[src/rtl/cdb_slot_scheduler.sv]
// Common data bus slot scheduler: reserves future CDB cycles for fixed-latency
// MUL/DIV results and arbitrates free cycles round-robin between ALU and LS.
module cdb_slot_scheduler #(
    parameter int MUL_LAT    = 4,
    parameter int DIV_LAT    = 16,
    parameter int STARVE_LIM = 4
) (
    input  logic       clk,
    input  logic       rst,
    input  logic       alu_req,
    input  logic       ls_req,
    input  logic       mul_req,
    input  logic       div_req,
    output logic       alu_gnt,
    output logic       ls_gnt,
    output logic       mul_gnt,
    output logic       div_gnt,
    output logic       cdb_valid,
    output logic [1:0] cdb_sel,
    output logic       div_busy
);

    typedef enum logic {
        PTR_ALU = 1'b0,
        PTR_LS  = 1'b1
    } rr_ptr_t;

    localparam logic [3:0] STARVE_THR = 4'(STARVE_LIM);

    // slot_valid[k] marks the CDB owned k cycles from now; slot_div[k] names DIV as owner
    logic [DIV_LAT-1:0] slot_valid;
    logic [DIV_LAT-1:0] slot_div;
    logic [DIV_LAT-1:0] slot_valid_next;
    logic [DIV_LAT-1:0] slot_div_next;
    rr_ptr_t            rr_ptr;
    rr_ptr_t            rr_ptr_next;
    logic [3:0]         starve_cnt;
    logic [3:0]         starve_cnt_next;
    logic               div_busy_next;
    logic               throttle;
    logic               cdb_reserved;

    always_comb begin
        alu_gnt         = 1'b0;
        ls_gnt          = 1'b0;
        cdb_sel         = 2'd0;
        rr_ptr_next     = rr_ptr;
        starve_cnt_next = starve_cnt;

        cdb_reserved = slot_valid[0];
        throttle     = (starve_cnt >= STARVE_THR);

        if (!cdb_reserved) begin
            if (alu_req && ls_req) begin
                alu_gnt = (rr_ptr == PTR_ALU);
                ls_gnt  = (rr_ptr == PTR_LS);
            end else begin
                alu_gnt = alu_req;
                ls_gnt  = ls_req;
            end
        end

        // Slot DIV_LAT is never reserved by anyone, so only the busy flag gates DIV.
        mul_gnt = mul_req && !slot_valid[MUL_LAT] && !throttle;
        div_gnt = div_req && !div_busy && !throttle;

        cdb_valid = cdb_reserved || alu_gnt || ls_gnt;
        if (cdb_reserved) begin
            cdb_sel = slot_div[0] ? 2'd3 : 2'd2;
        end else if (ls_gnt) begin
            cdb_sel = 2'd1;
        end

        slot_valid_next = {div_gnt, slot_valid[DIV_LAT-1:1]};
        slot_div_next   = {div_gnt, slot_div[DIV_LAT-1:1]};
        if (mul_gnt) begin
            slot_valid_next[MUL_LAT-1] = 1'b1;
            slot_div_next[MUL_LAT-1]   = 1'b0;
        end

        if (alu_gnt) begin
            rr_ptr_next = PTR_LS;
        end else if (ls_gnt) begin
            rr_ptr_next = PTR_ALU;
        end

        if (alu_gnt || ls_gnt || !(alu_req || ls_req)) begin
            starve_cnt_next = 4'd0;
        end else if (starve_cnt != 4'hf) begin
            starve_cnt_next = starve_cnt + 4'd1;
        end

        // Busy drops as the DIV result reaches slot 0, letting a new DIV issue that cycle.
        div_busy_next = div_gnt || (div_busy && !(slot_valid[1] && slot_div[1]));
    end

    always_ff @(posedge clk) begin
        if (rst) begin
            slot_valid <= '0;
            slot_div   <= '0;
            rr_ptr     <= PTR_ALU;
            starve_cnt <= 4'd0;
            div_busy   <= 1'b0;
        end else begin
            slot_valid <= slot_valid_next;
            slot_div   <= slot_div_next;
            rr_ptr     <= rr_ptr_next;
            starve_cnt <= starve_cnt_next;
            div_busy   <= div_busy_next;
        end
    end

endmodule

[config.mk]
export PLATFORM = sky130hd
export DESIGN_NAME = cdb_slot_scheduler
export DESIGN_NICKNAME = d
export VERILOG_FILES = /design/src/rtl/cdb_slot_scheduler.sv
export SDC_FILE = /design/constraint.sdc
export NUM_CORES = 1
export LEC_CHECK = 0
export BUFFER_PORTS_ARGS = -buffer_cell sky130_fd_sc_hd__buf_2
export CORE_MARGIN = 2
export CORE_UTILIZATION = 35
export DETAILED_ROUTE_END_ITERATION = 7
export PLACE_DENSITY_LB_ADDON = 0.08
export SLEW_MARGIN = 25
export SYNTH_ARGS = -nofsm -noshare
export SYNTH_HDL_FRONTEND = slang
export SYNTH_SLANG_ARGS = --single-unit
[constraint.sdc]
create_clock -name clk -period 2.2 [get_ports clk]
set_clock_uncertainty 0.2 [all_clocks]
set_input_delay 0.22 -clock clk [delete_from_list [all_inputs] [get_ports clk]]
set_output_delay 0.22 -clock clk [all_outputs]
set_load 0.005 [all_outputs]
==> results.toml <==
[status]
status = "finished, final reports clean"

[grt]
grt_pass1_wl_mm = 2.23
antenna_found_initial = 0
grt_usage_pct = 11.1
grt_pass1_vias = 514
gr-total-overflow = 0
grt_max_degree = 23

[route]
wirelength_mm = 1.29
wl_per_cell_um = 10.1
drtIter0Drc = 4
vias_per_cell = 4.39
antenna_left = 0
drt_pass1_iterations = 4
post-route-drc-count = 0
vias = 557

[synthesis]
synth-seq-cells = 26
yosys_warnings = 0
synthTopCellsByArea = "dfxtp_1, nor2b_1, nor2_1"
yosys.area.top_type = "dfxtp_1"
synth_cells = 82
yosysSeqAreaShare_pct = 59.5
synth_area_um2 = 875
synth_top_area_share_pct = 59.5
synth.distinct_cells = 25
avgSynthCellArea_um2 = 10.7
syn_nets = 89

[worst_setup_path]
worst-endpoint-required_ns = 1.78
slowest_delay_ns = 0.38
criticalPathCategory = "register to primary output"
end_kind = "primary output"
cp-start-kind = "register"
crit_chain = "nor2b_1, a21boi_2, a21o_1, buf_2"
worstPathArrival_ns = 1.29
cp_max_fo = 6
crit_path_top_delay_cell = "dfxtp_1"

[clocking]
postCtsHoldBufs = 1
cts_root_buf = "clkbuf_4"
cts_tree = "done"
clk_path_buf_depth = 2
cts_sinks = 26
path_clk_slew_ns = 0.14
ctsResizeCount = 0
postCtsSetupRepairBufs = 0
htree_levels = 1
cts_buffers = 3
clock_latency_ns = 0.31

[placement]
port_buffers = 13
dp.cells = 122
gp_congestion = 0.697
hpwl_um = 849

[timing]
fin_crit_sh_pct = 77.6
worst_slew_pin_slew_ns = 0.385
setup_viol = 0
relSlewSlack_pct = 74.2
finalHoldViolations = 0
finalMaxSlewViolations = 0
layout_min_cycle_time_ns = 1.71
fmax_ghz = 0.586
tns_ns = 0
grt_setup_unrepaired = "false"
holdWs_ns = 0.0980

[floorplan]
fp.dieArea_um2 = 2910
start_util_pct = 36.0
die_h_um = 54.0
core_um2 = 2430
io_pins = 14
dieWidth_um = 54.0
rows = 18

[layout]
fillers = 242
area_growth_pct = 17.2
multi_input_area_um2 = 332
drive_gt1_share_pct = 21.6
seq_area_um2 = 520
layout_common_cells = "dfxtp_1, nor2b_1, buf_2, nor2_1"
final_common_cell = "dfxtp_1"
post-route-util_pct = 42.1
fin_nets = 105
antenna_cells = 0
final_cells = 127

[power_and_ir_drop]
p_leak_nw = 0.437
finalPower_mw = 0.846
ir_drop_mv = 0.450
power.density_nw_per_um2 = 826

[hold_path]
min_path_type = "input pin to register"

[job]
cap_violations = 0
[power breakdown]
part	leakage, nW	internal (mW)	switching [mW]	total (mW)
Sequential	0.211	0.479	0.00470	0.484
Clock	0.0279	0.184	0.134	0.318
Combinational	0.198	0.0226	0.0215	0.0441
Total	0.437	0.686	0.160	0.846
[critical path: cells and delay by family, from the launching register on]
family	cells	cell delay (ns)
buffers and inverters	1	0.10
DFF	1	0.38
AOI/OAI and AO/OA	2	0.31
and+or+nand+nor	1	0.19
[final timing paths]
path / from / end / slack (ns) / cells past startpoint
worst max-delay path: slot_valid[0] / cdb_sel[0] / 0.49 / 4
worst min-delay path: rst / slot_valid[3] / 0.1 / 2
worst max register to register: starve_cnt[0] / starve_cnt[1] / 0.88 / 4
worst min register to register: slot_valid[15] / slot_div[14] / 0.25 / 1
[registers in the layout (all words and copies together) (netlist names)]
register / flops
starve_cnt: 4
div_busy: 1
slot_div: 15
slot_valid: 5
rr_ptr: 1
[kinds of logic (layout without fill, tap and decap cells)]
family	after synthesis	after routing	synth area share [%]
and+or+nand+nor	39	39	26.6
muxes	1	1	1.14
adders and majority gates	1	1	1.43
AOI/OAI and AO/OA	9	9	7.73
xor gates and xnor gates	1	1	1.00
buffers and inverters	5	20	2.57
DFF	26	26	59.5
[Yosys cell counts]
master    number
and2_1         2
nand3_2        1
nand3_1        1
buf_1          1
buf_4          1
mux2i_1        1
a21oi_1        3
a31oi_1        1
ha_1           1
nor2b_1       19
nor3_1         1
dfxtp_1       26
clkbuf_1       1
nand2_1        3
xnor2_1        1
a21o_1         1
or3_1          1
a211oi_2       1
a21boi_2       1
nand2b_1       1
o211ai_1       1
nor4b_4        1
nor2_1         9
a211oi_1       1
inv_1          2
[per-layer routing]
metal | wire (um) | track usage, % | up-vias
li1 | - | - | 294
met5 | 0 | 0 | -
met2 | 512 | 15.4 | 15
met3 | 77 | 3.33 | 2
met1 | 682 | 15.1 | 246
met4 | 15 | 6.25 | 0
[metrics by stage]
stage	setup slack (ns)	cell area, um2
final	0.493	1020
after global routing	0.381	1020
after CTS	0.464	1020
after detailed placement	0.839	962
after global placement	0.860	962
after floorplan	0.997	875
[area by class of cell]
class,instances,area share (%)
clock buffers,3,2.20
multi-input cells,51,32.4
clock inverters,1,2.93
well taps,30,3.66
flip-flops and latches,26,50.8
repair buffers,14,7.33
inverters,2,0.733
Power figures use the tool's default switching activity.
